**src/rtl/lpf_stage_scheduler.sv**
```systemverilog
// -----------------------------------------------------------------------------
// lpf_stage_scheduler
// Controller for the cascaded moving-average low-pass filter in the lock-in
// amplifier path. It accepts a requested stage count over a valid/ready
// handshake and drives a thermometer-coded stage enable mask. It can bring
// stages in one at a time (ramp). It counts filter output samples until the
// chain has settled, and then flags that the output can be trusted.
//
// Optional build macro: LPF_SCHED_FLUSH_EN
//   defined   : flush pulses while a full or first ramp step is applied.
//   undefined : flush is tied low. Longer settle counts wash out stale history.
//               A full apply waits (target+1) blocks. A first ramp step waits
//               two blocks.
// -----------------------------------------------------------------------------
module lpf_stage_scheduler #(
   parameter int avg_pow    = 5,
   parameter int num_stages = 8
) (
   input  logic                              clk_i,
   input  logic                              rst_ni,
   input  logic [$clog2(num_stages+1)-1:0]   cfg_stages_i,
   input  logic                              ramp_en_i,
   input  logic                              cfg_valid_i,
   output logic                              cfg_ready_o,
   input  logic                              filt_valid_i,
   output logic [num_stages-1:0]             stage_enable_o,
   output logic                              flush_o,
   output logic                              settled_o,
   output logic                              busy_o,
   output logic [$clog2(num_stages+1)-1:0]   cur_stages_o
);

   localparam int SW    = $clog2(num_stages + 1);
   localparam int cnt_w = $clog2(num_stages) + avg_pow + 1;

   // One stage worth of filter outputs (2^avg_pow).
   localparam logic [cnt_w-1:0] BLK = cnt_w'(1) << avg_pow;

   typedef enum logic [1:0] {
      ST_LOCKED = 2'd0,
      ST_APPLY  = 2'd1,
      ST_SETTLE = 2'd2,
      ST_STEP   = 2'd3
   } state_t;

   // How the accepted request is applied. The choice is made at acceptance,
   // while the settled flag still describes the old configuration.
   typedef enum logic [1:0] {
      MODE_FULL   = 2'd0,
      MODE_RAMP   = 2'd1,
      MODE_SHRINK = 2'd2
   } mode_t;

   state_t              state_q,   state_d;
   mode_t               mode_q,    mode_d;
   logic [SW-1:0]       target_q,  target_d;
   logic [SW-1:0]       cur_q,     cur_d;
   logic [num_stages-1:0] en_q,    en_d;
   logic                flush_q,   flush_d;
   logic                settled_q, settled_d;
   logic                busy_q,    busy_d;
   logic                ready_q,   ready_d;
   logic [cnt_w-1:0]    cnt_q,     cnt_d;

   logic                accept_s;
   logic [SW-1:0]       clamp_s;
   mode_t               mode_s;
   logic                flush_s;

   // Thermometer code: bit i is set when stage i is below the stage count.
   function automatic logic [num_stages-1:0] therm(input logic [SW-1:0] n);
      logic [num_stages-1:0] t;
      t = {num_stages{1'b0}};
      for (int i = 0; i < num_stages; i++) begin
         t[i] = (i < int'(n));
      end
      return t;
   endfunction

   assign accept_s = cfg_valid_i && ready_q;

   // Clamp the request and classify it against the present configuration.
   always_comb begin
      if (cfg_stages_i > SW'(num_stages)) begin
         clamp_s = SW'(num_stages);
      end else begin
         clamp_s = cfg_stages_i;
      end

      if (settled_q && (clamp_s <= cur_q)) begin
         mode_s = MODE_SHRINK;
      end else if (settled_q && ramp_en_i && (clamp_s > cur_q)) begin
         mode_s = MODE_RAMP;
      end else begin
         mode_s = MODE_FULL;
      end

`ifdef LPF_SCHED_FLUSH_EN
      if (mode_s == MODE_FULL) begin
         flush_s = 1'b1;
      end else if ((mode_s == MODE_RAMP) && (cur_q == {SW{1'b0}})) begin
         flush_s = 1'b1;
      end else begin
         flush_s = 1'b0;
      end
`else
      flush_s = 1'b0;
`endif
   end

   // Next-state and next-output logic of the sequencing FSM.
   always_comb begin
      state_d   = state_q;
      mode_d    = mode_q;
      target_d  = target_q;
      cur_d     = cur_q;
      flush_d   = 1'b0;
      settled_d = settled_q;
      busy_d    = busy_q;
      cnt_d     = cnt_q;

      if (accept_s) begin
         // A new request always restarts from APPLY, even mid-sequence and
         // even when the final settle sample arrives in the same cycle.
         state_d   = ST_APPLY;
         target_d  = clamp_s;
         mode_d    = mode_s;
         flush_d   = flush_s;
         settled_d = 1'b0;
         busy_d    = 1'b1;
      end else begin
         case (state_q)
            ST_LOCKED: begin
               state_d = ST_LOCKED;
            end

            ST_APPLY: begin
               case (mode_q)
                  MODE_RAMP: begin
                     cur_d = cur_q + SW'(1);
`ifdef LPF_SCHED_FLUSH_EN
                     cnt_d = BLK;
`else
                     if (cur_q == {SW{1'b0}}) begin
                        cnt_d = BLK << 1;
                     end else begin
                        cnt_d = BLK;
                     end
`endif
                  end
                  MODE_SHRINK: begin
                     cur_d = target_q;
                     cnt_d = cnt_w'(1);
                  end
                  default: begin
                     cur_d = target_q;
`ifdef LPF_SCHED_FLUSH_EN
                     cnt_d = cnt_w'(target_q) << avg_pow;
`else
                     cnt_d = (cnt_w'(target_q) + cnt_w'(1)) << avg_pow;
`endif
                  end
               endcase

               if (target_q == {SW{1'b0}}) begin
                  state_d   = ST_LOCKED;
                  settled_d = 1'b1;
                  busy_d    = 1'b0;
               end else begin
                  state_d = ST_SETTLE;
               end
            end

            ST_SETTLE: begin
               if (filt_valid_i && (cnt_q != {cnt_w{1'b0}})) begin
                  cnt_d = cnt_q - cnt_w'(1);
                  if (cnt_q == cnt_w'(1)) begin
                     if (cur_q == target_q) begin
                        state_d   = ST_LOCKED;
                        settled_d = 1'b1;
                        busy_d    = 1'b0;
                     end else begin
                        state_d = ST_STEP;
                     end
                  end else begin
                     state_d = ST_SETTLE;
                  end
               end else begin
                  state_d = ST_SETTLE;
               end
            end

            ST_STEP: begin
               cur_d   = cur_q + SW'(1);
               cnt_d   = BLK;
               state_d = ST_SETTLE;
            end

            default: begin
               state_d = ST_LOCKED;
            end
         endcase
      end

      en_d    = therm(cur_d);
      ready_d = (state_d != ST_APPLY);
   end

   // State and output registers with synchronous active-low reset.
   always_ff @(posedge clk_i) begin
      if (!rst_ni) begin
         state_q   <= ST_LOCKED;
         mode_q    <= MODE_FULL;
         target_q  <= {SW{1'b0}};
         cur_q     <= {SW{1'b0}};
         en_q      <= {num_stages{1'b0}};
         flush_q   <= 1'b0;
         settled_q <= 1'b1;
         busy_q    <= 1'b0;
         ready_q   <= 1'b1;
         cnt_q     <= {cnt_w{1'b0}};
      end else begin
         state_q   <= state_d;
         mode_q    <= mode_d;
         target_q  <= target_d;
         cur_q     <= cur_d;
         en_q      <= en_d;
         flush_q   <= flush_d;
         settled_q <= settled_d;
         busy_q    <= busy_d;
         ready_q   <= ready_d;
         cnt_q     <= cnt_d;
      end
   end

   assign cfg_ready_o    = ready_q;
   assign stage_enable_o = en_q;
   assign flush_o        = flush_q;
   assign settled_o      = settled_q;
   assign busy_o         = busy_q;
   assign cur_stages_o   = cur_q;

endmodule

```
**config.mk**
```make
export PLATFORM = sky130hd
export DESIGN_NAME = lpf_stage_scheduler
export DESIGN_NICKNAME = d
export VERILOG_FILES = /design/src/rtl/lpf_stage_scheduler.sv
export SDC_FILE = /design/constraint.sdc
export NUM_CORES = 1
export LEC_CHECK = 0
export BUFFER_PORTS_ARGS = -buffer_cell sky130_fd_sc_hd__clkbuf_2
export CAP_MARGIN = 20
export CORE_UTILIZATION = 30
export DETAILED_ROUTE_END_ITERATION = 7
export GPL_TIMING_DRIVEN = 0
export HOLD_SLACK_MARGIN = 0.03
export PLACE_DENSITY = 0.56
export SLEW_MARGIN = 25
export SYNTH_ARGS = -nofsm -noshare
export SYNTH_HDL_FRONTEND = slang
export SYNTH_SLANG_ARGS = --single-unit
```
**constraint.sdc**
```tcl
create_clock -name clk_i -period 1.75 [get_ports clk_i]
set_input_delay 0.35 -clock clk_i [delete_from_list [all_inputs] [get_ports clk_i]]
set_output_delay 0.35 -clock clk_i [all_outputs]
set_load 0.1 [all_outputs]
```
==> results.md, run 1 <==
* Initial Utilization at 0.313
* DR WL met3 at 198 um
* Most frequent cell after synthesis: dfxtp_1
* Min-Delay Path Class: in2reg
* Fraction of the mapped netlist area in adder cells at 0.0879
* Post-synthesis mux area share at 0.0176
* Sequential cell area at 643 um2
* PortBufs at 23
* Main combinational cell family by area after synthesis: compound AO/OA/AOI/OAI gates
* Layout cells sized above 1 at 0.275
* H-Tree Depth at 2
* Area growth syn-to-layout at 23.9%
* Worst Path Max Fanout at 7
* DR pass1 iterations at 4
* Core ar. at 5920 um2
* CP Cell Sequence: inv_1 -> ha_2 -> and4_4 -> buf_6 -> or4_1 -> a211oi_2
* Drt total wl at 4790 um
* Highest routed layer: met4
* R2r startpoint: cnt_q[1]$_SDFFE_PN0P_
* DIE HEIGHT at 80.5 um
* XOR/XNOR share of the synthesized area at 0.0284
* Comb power frac at 0.245
* Layout Nets at 276
* Hold Startpoint: ramp_en_i
* Post-route cell area at 2290 um2
* CP max stage cell: or4_1
* Period utilisation layout at 0.958
* Complex-gate fraction of the synthesized area at 0.239
* Slew Limit Fails at 0
* All-Layer GR Usage at 0.154
* DPL Wire Length at 3430 um
* Largest area contributor in the netlist: dfxtp_1
* Placed inst area at 2080 um2
* Sw frac at 0.351
* Post-synth EDFFs at 0
* Antenna viol nets, final at 0
* Max Cap Viol at 0
* Highest Clock Rate at 597 MHz
* Synth top cells by count: dfxtp_1 (31), inv_1 (16), nand2_1 (16)
* Fill count at 616
* Worst Setup SP: cnt_q[1]$_SDFFE_PN0P_
* WL/cell at 14.5 um
* Slew @ Worst Pin at 0.628 ns
* Final setup viols at 0
* Die area at 6490 um2
* DRC at 0
* Antenna violations before repair at 0
* Ys flop type: dfxtp_1
* CP Data Required Time at 1.96 ns
* Top post-synthesis cells by area: dfxtp_1 (34%), ha_1 (8.8%), inv_1 (3.2%)
* Status: finished clean
* Crit path max-delay family: simple AND/OR/NAND/NOR gates
* Root Driver: clkbuf_8
* Number of synthesized register bits at 31
* Mapped Cells at 216
* Netlist cell types at 57
* Post-route minimum period at 1.68 ns
* Largest net degree at the start of global routing at 12
* Register area share after synthesis at 0.335
* Ant. Diodes at 0
* P_sw at 0.622 mW
* CTS buffer count at 5
* Clk slew on worst S/H paths at 0.07 ns
* Cell Area, Synth at 1850 um2
* Met1 wire length at 2340 um
* Total gr overflow at 0
* Hold buffer count at CTS at 0
* Syn_nets at 238
* Crit-path max cell delay at 0.52 ns
* Iter 0 DRT Violations at 234
* Vias in the first global route at 1537
* Clock skew at 0.0119 ns
* Average cell area after synthesis at 8.57 um2
* Vias/cell at 5.26
* I/O pin count at 25
* Global-route wire length before repair at 7490 um
* CTS max path bufs at 2
* Power Density at 772 nW/um2
* Crit path DAT at 1.89 ns
* Skew-Pair Late Insertion Delay at 0.29 ns
* Row count at 28
* Vias at 1737
* Power share of the sequential group at 0.428
* Post-synth top area share at 0.335
* CTS sink count at 31
* Peak VDD IR at 0.445 mV
* Synth warn at 0
* Ys async rst share at 0
* Worst Path Buf+Inv at 2
* Power share of the clock group at 0.327
* Startpoint Class: flop
* Static Leak at 0.940 nW
* Critical Setup Path Class: reg2reg
* Post-Synth Simple-Gate Area at 0.224
* DR WL met2 at 2160 um
* Final Hold Fails at 0
* Setup crit end kind: flop
* GPL Wtd Cong at 0.849
* Cell internal pwr at 1.15 mW
* Total power at 1.77 mW
* CTS tree: done
* Die W at 80.5 um
* Footprint of the multi-input gates at 1160 um2
* Worst slew margin at 0.581
-- power groups by stage --
stage / sequential [mW] / clock, mW / combinational, mW
detailed placement: 0.775 / 0 / 0.402
finish: 0.758 / 0.579 / 0.434
CTS: 0.758 / 0.596 / 0.418
floorplan: 0.869 / 0 / 0.222
global route: 0.761 / 0.624 / 0.468
global placement: 0.775 / 0 / 0.405
-- per-stage QoR --
stage	std cells	hold slack (ns)	worst slack (ns)	utilization	TNS [ns]
after detailed placement	314	0.489	-0.183	0.351	-1.35
after CTS	326	0.304	0.0141	0.378	0
after global placement	314	0.474	-0.149	0.351	-1.02
after floorplan	216	0.449	-0.0213	-	-0.0213
final	330	0.311	0.0736	0.387	0
after global routing	330	0.317	-0.0342	0.387	-0.0408
-- worst reg2reg max path: stages, from the launching register on --
cell and delay, ns:
dfxtp_2 0.34, inv_1 0.08, ha_2 0.19, and4_4 0.17, buf_6 0.12, or4_1 0.52, a211oi_2 0.19
-- registers in the layout, summed over array words and instances (netlist names) --
signal / count
target_q: 4
settled_o: 1
cfg_ready_o: 1
stage_enable_o: 7
cur_stages_o: 4
cnt_q: 9
state_q: 2
mode_q: 2
busy_o: 1
-- routing by layer --
| layer | global-route usage | vias up |
|---|---|---|
| met2 | 0.233 | 48 |
| met5 | 0 | - |
| met3 | 0.0352 | 9 |
| li1 | - | 859 |
| met1 | 0.205 | 821 |
| met4 | 0.0714 | 0 |
-- cell families after synthesis --
family / Yosys count
AND/OR/NAND/NOR: 74
AO/OA/AOI/OAI: 60
flip-flops: 31
buffers and inverters: 28
adder cells (fa/ha/maj): 13
XOR/XNOR: 6
multiplexers: 3
other: 1
-- final cells by class --
type / instances / area share
plain buffers: 9 / 0.0224
flip-flops and latches: 31 / 0.281
repair buffers: 31 / 0.0781
well taps: 75 / 0.0409
clock buffers: 5 / 0.0300
clock inverters: 3 / 0.00873
multi-input cells: 157 / 0.508
inverters: 19 / 0.0311
-- path summary, 6_finish.rpt --
path,endpoint,slack (ns),cells past startpoint
worst max-delay path,cnt_q[3]$_SDFFE_PN0P_,0.07,6
worst min-delay path,mode_q[0]$_SDFFE_PN0P_,0.31,3
worst max register to register,cnt_q[3]$_SDFFE_PN0P_,0.07,6
worst min register to register,mode_q[1]$_SDFFE_PN0P_,0.48,2
-- what timing repair did --
item	in CTS	in global routing
setup endpoints to repair	12	16
gates cloned	0	0
pin swaps	2	4
resized for setup	8	6
buffers inserted	4	4
-- layout by cell type (no fill, tap or decap), types with 4 or more instances in the layout --
master,n
dfxtp_1,23
clkbuf_2,23
inv_1,16
nand2_1,16
nor2_1,11
ha_1,11
a21oi_1,10
buf_4,9
nor2b_1,6
nand2b_1,6
o21ai_0,6
nand3_1,6
xnor2_1,5
a31oi_1,5
clkbuf_8,5
dfxtp_4,5
o21ai_1,4
o31ai_1,4
clkbuf_1,4
nand4_1,4
o211ai_1,4
o32ai_1,4
or3_1,4
a31o_1,4
No activity file was read; power rests on OpenSTA's default activity.
==> run 2, diff against run 1 <==
--- a/config.mk
+++ b/config.mk
@@ -8,10 +8,11 @@
 export BUFFER_PORTS_ARGS = -buffer_cell sky130_fd_sc_hd__clkbuf_2
 export CAP_MARGIN = 20
 export CORE_UTILIZATION = 30
+export CTS_CLUSTER_SIZE = 10
 export DETAILED_ROUTE_END_ITERATION = 7
 export GPL_TIMING_DRIVEN = 0
 export HOLD_SLACK_MARGIN = 0.03
-export PLACE_DENSITY = 0.56
+export PLACE_DENSITY = 0.54
 export SLEW_MARGIN = 25
 export SYNTH_ARGS = -nofsm -noshare
 export SYNTH_HDL_FRONTEND = slang
==> constraint.sdc (replaced) <==
create_clock -name clk_i -period 2.1 [get_ports clk_i]
set_input_delay 0.42 -clock clk_i [delete_from_list [all_inputs] [get_ports clk_i]]
set_output_delay 0.42 -clock clk_i [all_outputs]
set_load 0.1 [all_outputs]
==> results.md, run 2 (synthesized netlist as in run 1, its figures left out) <==
* Most frequent cells in the layout: dfxtp_1 (27), clkbuf_2 (23), inv_1 (16), nand2_1 (16), ha_1 (13)
* Status: finished clean
* Worst path depth at 6
* Skew-Pair Late Insertion Delay at 0.29 ns
* Largest net degree at the start of global routing at 11
* CTS tree: done
* R2R cell count at 6
* Row count at 28
* Highest Clock Rate at 528 MHz
* Worst Path Max Fanout at 8
* Post-route cell area at 2190 um2
* H-Tree Depth at 2
* Most flop-heavy register: cnt_q
* Power share of the sequential group at 0.400
* Vias/cell at 5.15
* CP Cell Sequence: inv_1 -> ha_1 -> nor2_4 -> mux2_1 -> a32oi_2 -> o211ai_1
* Root Driver: clkbuf_8
* GPL Wtd Cong at 0.805
* Setup ws final at 0.205 ns
* Comb power frac at 0.211
* Crit path DAT at 2.04 ns
* Global-route wire length before repair at 7570 um
* Peak VDD IR at 0.431 mV
* CTS max path bufs at 2
* Final Hold Fails at 0
* Postcts setup bufs at 0
* Worst Path Buf+Inv at 1
* Setup crit end: stage_enable_o[0]$_SDFF_PN0_
* Power Density at 728 nW/um2
* P_sw at 0.491 mW
* Antenna viol nets, final at 0
* Min-Delay Path Class: in2reg
* Crit-path max cell delay at 0.36 ns
* Initial Utilization at 0.313
* CTS sink count at 31
* Antenna violations before repair at 0
* Setup crit end kind: flop
* DIE HEIGHT at 80.5 um
* Core ar. at 5920 um2
* Clock skew at 0.00634 ns
* Power share of the clock group at 0.389
* WL/cell at 14.1 um
* Layout cells sized above 1 at 0.219
* Commonest non-fill, non-tap cell in the layout: dfxtp_1
* Setup TNS at 0 ns
* Ant. Diodes at 0
* Sw frac at 0.309
* Largest register FFs at 9
* Placed inst area at 2060 um2
* Clk slew on worst S/H paths at 0.07 ns
* Post-route minimum period at 1.90 ns
* Period utilisation layout at 0.903
* Area growth syn-to-layout at 18.2%
* Die area at 6490 um2
* Non-filler cells, final at 322
* Crit path max-delay family: compound AO/OA/AOI/OAI gates
* I/O pin count at 25
* Layout Nets at 268
* Die W at 80.5 um
* Pre-CTS WS at 0.107 ns
* DRC at 0
* Static Leak at 0.907 nW
* Slew Limit Fails at 0
* Inst Count DP at 314
* Vias in the first global route at 1518
* Worst r2r dst: stage_enable_o[0]$_SDFF_PN0_
* R2r startpoint: mode_q[1]$_SDFFE_PN0P_
* Cell internal pwr at 1.10 mW
* Worst Setup SP: mode_q[1]$_SDFFE_PN0P_
* Critical Setup Path Class: reg2reg
* CP Data Required Time at 2.24 ns
* Total power at 1.59 mW
* Drt total wl at 4530 um
* CP max stage cell: mux2_1
* R2R Setup Slk at 0.20 ns
* Final setup viols at 0
* Max Cap Viol at 0
* Unrepaired setup endpoints after global routing: false
* DPL Wire Length at 3450 um
* Slew @ Worst Pin at 0.572 ns
* Startpoint Class: flop
* CTS buffer count at 5
* PortBufs at 23
* DR pass1 iterations at 4
* Iter 0 DRT Violations at 109
* All-Layer GR Usage at 0.156
* Total gr overflow at 0
* Worst slew margin at 0.616
* Vias at 1658
-- run 2: worst min-delay path by stage --
stage                     slack (ns)                   start                      to  cells after the start
after floorplan                 0.45  mode_q[1]$_SDFFE_PN0P_  mode_q[1]$_SDFFE_PN0P_                      2
after global placement          0.47  mode_q[1]$_SDFFE_PN0P_  mode_q[1]$_SDFFE_PN0P_                      2
after detailed placement        0.48  mode_q[1]$_SDFFE_PN0P_  mode_q[1]$_SDFFE_PN0P_                      2
after CTS                       0.37               ramp_en_i  mode_q[0]$_SDFFE_PN0P_                      3
after global routing            0.40               ramp_en_i  mode_q[0]$_SDFFE_PN0P_                      3
final                           0.39               ramp_en_i  mode_q[0]$_SDFFE_PN0P_                      3
-- run 2: layer usage --
| metal | vias up | part of all wire | track usage |
|---|---|---|---|
| li1 | 851 | - | - |
| met1 | 762 | 0.50 | 0.214 |
| met2 | 38 | 0.44 | 0.234 |
| met3 | 7 | 0.040 | 0.0318 |
| met4 | 0 | 0.016 | 0.0643 |
| met5 | - | 0 | 0 |
-- run 2: repair_timing --
action / 4_1_cts / 5_1_grt
hold buffers: 0 / 0
setup endpoints to repair: 0 / 4
resized for setup: 0 / 1
-- run 2: cell type report --
class	count	area [um2]
clock buffer	6	82.6
clock inverter	2	35.0
fill	627	3730
multi-input combinational	157	1110
tap	75	93.8
sequential	31	626
inverter	19	71.3
buffer	9	51.3
timing repair buffer	23	115
-- run 2: worst register-to-register path, stage by stage, from the launching register on --
cell and delay (ns):
dfxtp_1 0.35, inv_1 0.05, ha_1 0.25, nor2_4 0.22, mux2_1 0.36, a32oi_2 0.36, o211ai_1 0.15
-- run 2: stage by stage --
step,util,hold WS [ns]
final,0.369,0.390
after global routing,0.369,0.402
after CTS,0.369,0.375
after detailed placement,0.349,0.484
after global placement,0.349,0.474
after floorplan,-,0.449
-- run 2: power by group through the flow --
stage	logic [mW]	clock network (mW)	registers, mW
after floorplan	0.184	0	0.728
after global placement	0.336	0	0.649
after detailed placement	0.336	0	0.650
after CTS	0.337	0.639	0.637
after global routing	0.365	0.656	0.640
final	0.336	0.619	0.636
==> run 3, diff against run 2 <==
--- a/config.mk
+++ b/config.mk
@@ -5,14 +5,14 @@
 export SDC_FILE = /design/constraint.sdc
 export NUM_CORES = 1
 export LEC_CHECK = 0
-export BUFFER_PORTS_ARGS = -buffer_cell sky130_fd_sc_hd__clkbuf_2
 export CAP_MARGIN = 20
 export CORE_UTILIZATION = 30
 export CTS_CLUSTER_SIZE = 10
 export DETAILED_ROUTE_END_ITERATION = 7
+export DONT_BUFFER_PORTS = 1
 export GPL_TIMING_DRIVEN = 0
 export HOLD_SLACK_MARGIN = 0.03
-export PLACE_DENSITY = 0.54
+export PLACE_DENSITY = 0.51
 export SLEW_MARGIN = 25
 export SYNTH_ARGS = -nofsm -noshare
 export SYNTH_HDL_FRONTEND = slang
==> constraint.sdc (replaced) <==
create_clock -name clk_i -period 2.1 [get_ports clk_i]
set_input_delay 0.42 -clock clk_i [delete_from_list [all_inputs] [get_ports clk_i]]
set_output_delay 0.42 -clock clk_i [all_outputs]
set_load 0.01 [all_outputs]
==> results.md, run 3 (synthesized netlist as in run 1, its figures left out) <==
* Postcts setup bufs at 0
* Die W at 80.5 um
* CTS max path bufs at 2
* R2r startpoint: cur_stages_o[1]$_SDFF_PN0_
* Vias at 1611
* Met1 wire length at 2230 um
* Most flop-heavy register: cnt_q
* Clock skew at 0.00559 ns
* Total gr overflow at 0
* Worst slew margin at 0.615
* DIE HEIGHT at 80.5 um
* R2R Setup Slk at 0.17 ns
* DR pass1 iterations at 5
* Iter 0 DRT Violations at 88
* CTS sink count at 31
* Clk slew on worst S/H paths at 0.07 ns
* DR WL met2 at 1960 um
* Total power at 1.34 mW
* Vias/cell at 5.39
* Drt total wl at 4500 um
* Most frequent cells in the layout: dfxtp_1 (31), inv_1 (16), nand2_1 (16)
* CTS buffer count at 5
* Highest routed layer: met4
* PortBufs at 0
* Fill count at 635
* DPL Wire Length at 3390 um
* Commonest non-fill, non-tap cell in the layout: dfxtp_1
* Global-route wire length before repair at 7340 um
* Worst Setup SP: cur_stages_o[1]$_SDFF_PN0_
* Worst r2r dst: mode_q[0]$_SDFFE_PN0P_
* DRC at 0
* Post-route minimum period at 1.93 ns
* Antenna violations before repair at 0
* Crit path DAT at 2.13 ns
* Largest net degree at the start of global routing at 12
* Startpoint Class: flop
* I/O pin count at 25
* Die area at 6490 um2
* Power Density at 655 nW/um2
* All-Layer GR Usage at 0.149
* DR WL met3 at 266 um
* Initial Utilization at 0.313
* Layout cells sized above 1 at 0.121
* Vias in the first global route at 1476
* Row count at 28
* Highest Clock Rate at 518 MHz
* Final setup viols at 0
* Static Leak at 0.783 nW
* Critical Setup Path Class: reg2reg
* Layout Nets at 245
* Worst Path Max Fanout at 8
* H-Tree Depth at 2
* Setup TNS at 0 ns
* Hold Startpoint: cfg_stages_i[3]
* Peak VDD IR at 0.422 mV
* Hold path depth at 2
* Area growth syn-to-layout at 10.1%
* Unrepaired setup endpoints after global routing: false
* GPL Wtd Cong at 0.810
* Max Cap Viol at 0
* Slew @ Worst Pin at 0.577 ns
* WL/cell at 15.1 um
* Largest register FFs at 9
* Root Driver: clkbuf_8
* Slew Limit Fails at 0
* Ant. Diodes at 0
* R2R cell count at 6
* Setup crit end kind: flop
* Period utilisation layout at 0.920
* Final core area utilization at 0.344
* Core ar. at 5920 um2
* CP Data Required Time at 2.29 ns
* Antenna viol nets, final at 0
* Min-Delay Path Class: in2reg
* Skew-Pair Late Insertion Delay at 0.28 ns
* CTS tree: done
* Status: finished clean
* Final Hold Fails at 0
* Setup crit end: mode_q[0]$_SDFFE_PN0P_
## run 3: cell count changes in the layout (fill, tap and decap cells not counted), sizes merged
| cell | delta |
|---|---|
| bufinv | -1 |
| clkbuf | -24 |
| clkinvlp | +2 |
## run 3: cell type report
cell class	instances	area, um2	share of cell area
clock inverter	3	20.0	0.00982
sequential	31	621	0.304
inverter	19	71.3	0.0350
multi-input combinational	157	1110	0.546
buffer	9	51.3	0.0252
clock buffer	5	68.8	0.0338
tap	75	93.8	0.0460
## run 3: critical path, stage by stage (launching register included)
cell	delay, ns
dfxtp_1	0.56
inv_1	0.15
ha_1	0.32
nor2b_1	0.13
o311ai_1	0.13
or2_2	0.29
o32ai_1	0.25
## run 3: worst min-delay path by stage
stage / to / slack [ns]
final: target_q[3]$_SDFFE_PN0P_ / 0.27
after global routing: target_q[3]$_SDFFE_PN0P_ / 0.26
after CTS: target_q[3]$_SDFFE_PN0P_ / 0.27
after detailed placement: mode_q[1]$_SDFFE_PN0P_ / 0.47
after global placement: mode_q[1]$_SDFFE_PN0P_ / 0.46
after floorplan: mode_q[1]$_SDFFE_PN0P_ / 0.45
## run 3: metrics by stage
stage                     std cells  area (um2)  hold slack, ns  setup slack, ns
after floorplan                 216        1850           0.449            0.341
after global placement          291        1940           0.465            0.115
after detailed placement        291        1940           0.470            0.104
after CTS                       299        2030           0.267           0.0804
after global routing            299        2040           0.265           0.0481
final                           299        2040           0.272            0.168
## run 3: layer usage
metal / vias up / GRT usage
met4: 0 / 0.0464
met1: 758 / 0.206
met5: - / 0
met3: 4 / 0.0420
li1: 804 / -
met2: 45 / 0.221
## run 3: power breakdown
part | internal (mW) | switching [mW] | total (mW) | leakage [nW]
logic | 0.0922 | 0.134 | 0.226 | 0.491
registers | 0.612 | 0.0309 | 0.643 | 0.252
clock network | 0.230 | 0.236 | 0.466 | 0.0402
## run 3: repair_timing
| item | in CTS | in global routing |
|---|---|---|
| gates resized for setup | 0 | 1 |
| hold buffers | 0 | 0 |
| setup endpoints to repair | 0 | 4 |
